**src/rtl/banco_reg_sb_if.sv**
```systemverilog
// Register-bank access bus: write port, two read ports and scoreboard reservation.
interface banco_reg_sb_if #(
    parameter int unsigned WIDTH   = 32,
    parameter int unsigned AW_BITS = 5
);
    logic               RegWrite;
    logic [AW_BITS-1:0] AW;
    logic [WIDTH-1:0]   WriteData;
    logic [AW_BITS-1:0] RA1;
    logic [AW_BITS-1:0] RA2;
    logic [WIDTH-1:0]   DR1;
    logic [WIDTH-1:0]   DR2;
    logic               Reserve;
    logic [AW_BITS-1:0] AR;
    logic               Busy1;
    logic               Busy2;
    logic               AnyBusy;

    // Datapath side: issues writes, reads and reservations.
    modport master (
        output RegWrite, AW, WriteData, RA1, RA2, Reserve, AR,
        input  DR1, DR2, Busy1, Busy2, AnyBusy
    );

    // Register bank side.
    modport slave (
        input  RegWrite, AW, WriteData, RA1, RA2, Reserve, AR,
        output DR1, DR2, Busy1, Busy2, AnyBusy
    );
endinterface

```
**src/rtl/banco_reg_sb.sv**
```systemverilog
// Parametrised register bank with two async read ports, one write port,
// optional r0 hardwiring, optional write-to-read bypass and a pending
// (scoreboard) bit per register for RAW hazard detection.
module banco_reg_sb #(
    parameter int unsigned WIDTH    = 32,
    parameter int unsigned NREG     = 32,
    parameter int unsigned AW_BITS  = 5,
    parameter int unsigned ZERO_REG = 1,
    parameter int unsigned BYPASS   = 1
) (
    input  logic                 clk,
    input  logic                 rst,
    banco_reg_sb_if.slave        bus
);

    logic [WIDTH-1:0] regs_q [NREG];
    logic [WIDTH-1:0] regs_d [NREG];
    logic [NREG-1:0]  pend_q;
    logic [NREG-1:0]  pend_d;
    logic             wr_ok;
    logic             res_ok;

    // Writes and reservations to r0 are dropped when r0 is hardwired.
    always_comb begin
        wr_ok  = bus.RegWrite;
        res_ok = bus.Reserve;
        if (ZERO_REG != 0 && bus.AW == '0) begin
            wr_ok = 1'b0;
        end
        if (ZERO_REG != 0 && bus.AR == '0) begin
            res_ok = 1'b0;
        end
    end

    // Next state: write clears pending, a same-address reservation then re-sets it.
    always_comb begin
        regs_d = regs_q;
        pend_d = pend_q;
        if (rst) begin
            for (int i = 0; i < int'(NREG); i++) begin
                regs_d[i] = '0;
            end
            pend_d = '0;
        end else begin
            if (wr_ok) begin
                regs_d[bus.AW] = bus.WriteData;
                pend_d[bus.AW] = 1'b0;
            end
            if (res_ok) begin
                pend_d[bus.AR] = 1'b1;
            end
        end
    end

    // State registers; reset is applied through the next-state logic.
    always_ff @(posedge clk) begin
        regs_q <= regs_d;
        pend_q <= pend_d;
    end

    // Read ports: array value, overridden by bypass, overridden by hardwired r0.
    always_comb begin
        bus.DR1   = regs_q[bus.RA1];
        bus.Busy1 = pend_q[bus.RA1];
        if (BYPASS != 0 && wr_ok && bus.AW == bus.RA1) begin
            bus.DR1   = bus.WriteData;
            bus.Busy1 = 1'b0;
        end
        if (ZERO_REG != 0 && bus.RA1 == '0) begin
            bus.DR1   = '0;
            bus.Busy1 = 1'b0;
        end

        bus.DR2   = regs_q[bus.RA2];
        bus.Busy2 = pend_q[bus.RA2];
        if (BYPASS != 0 && wr_ok && bus.AW == bus.RA2) begin
            bus.DR2   = bus.WriteData;
            bus.Busy2 = 1'b0;
        end
        if (ZERO_REG != 0 && bus.RA2 == '0) begin
            bus.DR2   = '0;
            bus.Busy2 = 1'b0;
        end

        bus.AnyBusy = |pend_q;
    end

endmodule

```
**src/flat_wrapper.sv**
```systemverilog
// flat-port wrapper written by rule: the top's interface ports become plain ports
module banco_reg_sb_flat 
#(
    parameter int unsigned WIDTH    = 32,
    parameter int unsigned NREG     = 32,
    parameter int unsigned AW_BITS  = 5,
    parameter int unsigned ZERO_REG = 1,
    parameter int unsigned BYPASS   = 1
)
  (clk, rst, bus_RegWrite, bus_AW, bus_WriteData, bus_RA1, bus_RA2, bus_Reserve, bus_AR, bus_DR1, bus_DR2, bus_Busy1, bus_Busy2, bus_AnyBusy);
  banco_reg_sb_if #(.WIDTH(WIDTH), .AW_BITS(AW_BITS)) bus_i ();
  input  logic clk;
  input  logic rst;
  input wire logic [$bits(bus_i.RegWrite)-1:0] bus_RegWrite;
  input wire logic [$bits(bus_i.AW)-1:0] bus_AW;
  input wire logic [$bits(bus_i.WriteData)-1:0] bus_WriteData;
  input wire logic [$bits(bus_i.RA1)-1:0] bus_RA1;
  input wire logic [$bits(bus_i.RA2)-1:0] bus_RA2;
  input wire logic [$bits(bus_i.Reserve)-1:0] bus_Reserve;
  input wire logic [$bits(bus_i.AR)-1:0] bus_AR;
  output wire logic [$bits(bus_i.DR1)-1:0] bus_DR1;
  output wire logic [$bits(bus_i.DR2)-1:0] bus_DR2;
  output wire logic [$bits(bus_i.Busy1)-1:0] bus_Busy1;
  output wire logic [$bits(bus_i.Busy2)-1:0] bus_Busy2;
  output wire logic [$bits(bus_i.AnyBusy)-1:0] bus_AnyBusy;
  assign bus_i.RegWrite = bus_RegWrite;
  assign bus_i.AW = bus_AW;
  assign bus_i.WriteData = bus_WriteData;
  assign bus_i.RA1 = bus_RA1;
  assign bus_i.RA2 = bus_RA2;
  assign bus_i.Reserve = bus_Reserve;
  assign bus_i.AR = bus_AR;
  assign bus_DR1 = bus_i.DR1;
  assign bus_DR2 = bus_i.DR2;
  assign bus_Busy1 = bus_i.Busy1;
  assign bus_Busy2 = bus_i.Busy2;
  assign bus_AnyBusy = bus_i.AnyBusy;
  banco_reg_sb #(.WIDTH(WIDTH), .NREG(NREG), .AW_BITS(AW_BITS), .ZERO_REG(ZERO_REG), .BYPASS(BYPASS)) u_core (.clk(clk), .rst(rst), .bus(bus_i));
endmodule
```
**config.mk**
```make
export PLATFORM = sky130hd
export DESIGN_NAME = banco_reg_sb_flat
export DESIGN_NICKNAME = d
export VERILOG_FILES = /design/src/rtl/banco_reg_sb_if.sv /design/src/rtl/banco_reg_sb.sv /design/src/flat_wrapper.sv
export SDC_FILE = /design/constraint.sdc
export NUM_CORES = 2
export LEC_CHECK = 0
export CORE_ASPECT_RATIO = 0.8
export CORE_MARGIN = 8
export CORE_UTILIZATION = 40
export CTS_CLUSTER_SIZE = 16
export DETAILED_ROUTE_END_ITERATION = 12
export GPL_ROUTABILITY_DRIVEN = 1
export PLACE_DENSITY = 0.52
export SLEW_MARGIN = 20
export SYNTH_ARGS = -nofsm -noshare
export SYNTH_HDL_FRONTEND = slang
export SYNTH_SLANG_ARGS = --single-unit
```
**constraint.sdc**
```tcl
create_clock -name clk -period 3.7 [get_ports clk]
set_input_delay 0.74 -clock clk [delete_from_list [all_inputs] [get_ports clk]]
set_output_delay 0.74 -clock clk [all_outputs]
set_load 0.02 [all_outputs]
```
==> out/metrics.yaml <==
outcome:
  status: "finished, violations left"
  violations: "negative setup slack"
setup_path:
  crit_family: "buffers and inverters"
  end_kind: "primary output"
  r2r_end: "u_core.pend_q[2]"
  critPathArrivalTime_ns: 2.96
  worst-path-stages: 9
  crit_chain: "bufbuf_16 -> buf_8 -> mux4_2 -> mux2_2 -> nand2_1 -> nand3_1 -> buf_4 -> a32o_1 -> buf_4"
  cp_max_fo: 7
  cp_slowest_stage_delay_ns: 0.51
  cp_slowest_cell: "mux4_2"
  worstRegToRegCells: 2
  r2r_start: "u_core.pend_q[2]"
  cp_num_buf_inv: 4
  worst-r2r-setup-slack_ns: 2.96
  cp.required_ns: 2.96
  critical_path_class: "primary input to primary output"
  startpoint_type: "primary input"
  crit_path_frequent_cell: "buf_4"
synthesis:
  synth_fa_ha_area_share_pct: 0
  synth_seq_cells: 1056
  synth-async-reset-ratio_pct: 0
  synth_xor_area_share_pct: 0.161
  ys.flop_type: "dfxtp_1"
  postSynthCellCount: 6451
  yosys_warnings: 0
  synth-simple-area-share_pct: 17.6
  syn-num-nets: 6507
  mappedNetlistArea_um2: 54300
  syn_avg_cell_area_um2: 8.41
  synth_top_family_by_area: "multiplexers"
  muxShareOfSynthArea_pct: 22.3
  synth_compound_area_share_pct: 15.7
  ys_types: 57
  synth_edf_count: 0
  ys_seq_area_share_pct: 39.0
cts:
  clockRootBuffer: "clkbuf_16"
  clkLatencyLatePin_ns: 0.74
  tritoncts: "done"
  clkSinkCount: 1056
  numCtsBuffers: 113
  path_clk_slew_ns: 0.06
  cts.path.max_buffers: 3
  cts-htree-levels: 3
  hold_buffers: 0
power_and_ir_drop:
  p_int_mw: 19.3
  switchingPower_mw: 7.26
  clkPwrFrac_pct: 43.3
  peakVddDrop_uv: 344
  seqPwrFrac_pct: 43.4
  swShare_pct: 27.4
  power_density_nw_per_um2: 400
  combPwrFrac_pct: 13.3
  p_leak_nw: 23.3
global_routing:
  grt.total_usage_pct: 31.6
  antenna_found_initial: 11
  grt_start_max_net_pins: 132
  grt_pass1_wl_mm: 351
  grt_pass1_vias: 49200
  grt_overflow: 0
drt:
  drt-initial-drc-count: 6629
  wl_mm: 246
  first_pass_iters: 6
  antenna_left: 0
  via_per_inst: 6.06
  wire_per_inst_um: 28.8
  drc: 0
  vias: 51900
worst_hold_path:
  hp-class: "primary input to flip-flop"
  min_to: "u_core.regs_q[147]"
  holdPathStages: 2
  worstHoldStart: "rst"
sta:
  rsz0062_at_grt: "true"
  timing.setup.tns_ns: -0.000403
  drv_slew: 0
  fin_crit_sh_pct: 100
  fin_ws_ns: -0.000403
  setup_violations: 1
  worst_slew_pin_slew_ns: 0.844
  clock_skew_ns: 0
  layout_min_cycle_time_ns: 3.70
  max_freq_mhz: 270
  slew_headroom_pct: 43.6
  hold_viol: 0
placement:
  gp_routability_congestion: 0.925
  portBuffers: 122
  dp_hpwl_mm: 158
  place_inst: 8296
cells_and_area:
  layout_commonest_cell: "nand2_1"
  area_growth_pct: 22.1
  mostFrequentLayoutCells: "nand2_1, a21oi_1, dfxtp_1"
  drive_above_1_share_pct: 21.1
  fin_cells: 8555
  nNetsFinal: 6730
die:
  fp-row-count: 121
  dieArea_um2: 148000
  core-area_um2: 135000
  die_h_um: 345
  io_pins: 123
  fp.dieW_um: 428
  floorplan.initialDensity_pct: 40.1
flow_run:
  maxCapViolations: 0
-- metrics by stage --
step	power (mW)	setup WS, ns	hold WS [ns]	util [%]	area (um^2)
after detailed placement	15.1	-0.524	0.456	45.6	61700
after global routing	27.1	-0.00736	0.439	49.0	66300
after CTS	26.5	-0.0327	0.409	48.8	66100
final	26.5	-0.000403	0.443	49.0	66300
after global placement	15.1	-0.505	0.450	45.6	61700
after floorplan	13.4	0.408	0.442	-	54300
-- flip-flops by register name, indices dropped and copies added (netlist names) --
name	count
u_core.regs_q	1024
u_core.pend_q	32
-- cells by family (layout without fill, tap and decap cells) --
family / after synthesis / in the layout
simple gates: 2437 / 2437
flops: 1056 / 1056
compound gates: 1487 / 1487
other cells: 0 / 8
mux: 775 / 775
xor+xnor: 10 / 10
buf+inv: 686 / 999
-- cell type report --
class	instances	area, um^2
multi-input combinational	4709	30800
fill	12700	69100
sequential	1056	21100
antenna	8	20.0
clock buffer	166	3270
clock inverter	39	377
tap	1783	2230
inverter	5	20.0
timing repair buffer	789	8420
-- how the worst max path moves through the flow --
stage          startpoint           to
5_1_grt        bus_RA1[0]   bus_DR1[4]
2_1_floorplan  bus_RA2[0]  bus_DR2[12]
3_3_place_gp    bus_AW[2]  bus_DR2[11]
6_report       bus_RA1[0]   bus_DR1[2]
3_5_place_dp    bus_AW[2]  bus_DR2[11]
4_1_cts        bus_RA2[0]  bus_DR2[11]
-- cells in the mapped netlist, types with 4 or more instances --
| cell type | n | area share, % |
|---|---|---|
| nand2_1 | 2115 | 15 |
| a21oi_1 | 1075 | 9.9 |
| dfxtp_1 | 1056 | 39 |
| clkbuf_1 | 499 | 3.5 |
| mux2i_1 | 379 | 7.0 |
| mux4_2 | 340 | 14 |
| a22oi_1 | 143 | 2.0 |
| nor2_1 | 142 | 0.98 |
| buf_2 | 113 | 1.0 |
| nand3_1 | 70 | 0.65 |
| a221oi_1 | 61 | 0.98 |
| mux2_2 | 56 | 1.2 |
| o21ai_0 | 55 | 0.51 |
| a32o_1 | 54 | 1.0 |
| o22ai_1 | 54 | 0.62 |
| nor2b_1 | 53 | 0.61 |
| buf_4 | 28 | 0.39 |
| buf_1 | 27 | 0.19 |
| buf_6 | 11 | 0.23 |
| nor4_1 | 10 | 0.12 |
| o211ai_1 | 9 | 0.12 |
| a22o_1 | 8 | 0.13 |
| o31ai_1 | 8 | 0.11 |
| a211oi_1 | 7 | 0.097 |
| nand2b_1 | 7 | 0.081 |
| xor2_1 | 7 | 0.11 |
| nor3_1 | 6 | 0.055 |
| and2_1 | 5 | 0.058 |
| or2_2 | 5 | 0.058 |
| nand4_1 | 4 | 0.046 |
-- power by group through the flow --
stage	registers (mW)	logic [mW]	clock network, mW
finish	11.5	3.52	11.5
global route	11.5	3.60	12.0
CTS	11.5	3.44	11.6
detailed placement	11.8	3.37	0
global placement	11.8	3.36	0
floorplan	11.7	1.64	0
-- layer usage --
layer	GRT usage [%]	up-vias	routed length, um
li1	-	23000	-
met1	41.7	25500	99000
met2	47.1	2750	106000
met3	6.85	685	23900
met4	19.5	2	17600
met5	0	-	20
-- worst register-to-register path: stages (launching register included) --
cell and delay, ns:
dfxtp_1 0.36, a22oi_1 0.20, nor2_1 0.05
-- repair_timing --
item | CTS | global route
endpoints found under the setup margin | 66 | 36
buffers inserted | 34 | 6
gates cloned | 7 | 1
pin swaps | 15 | 10
resized for setup | 212 | 49
Power figures use the tool's default switching activity.
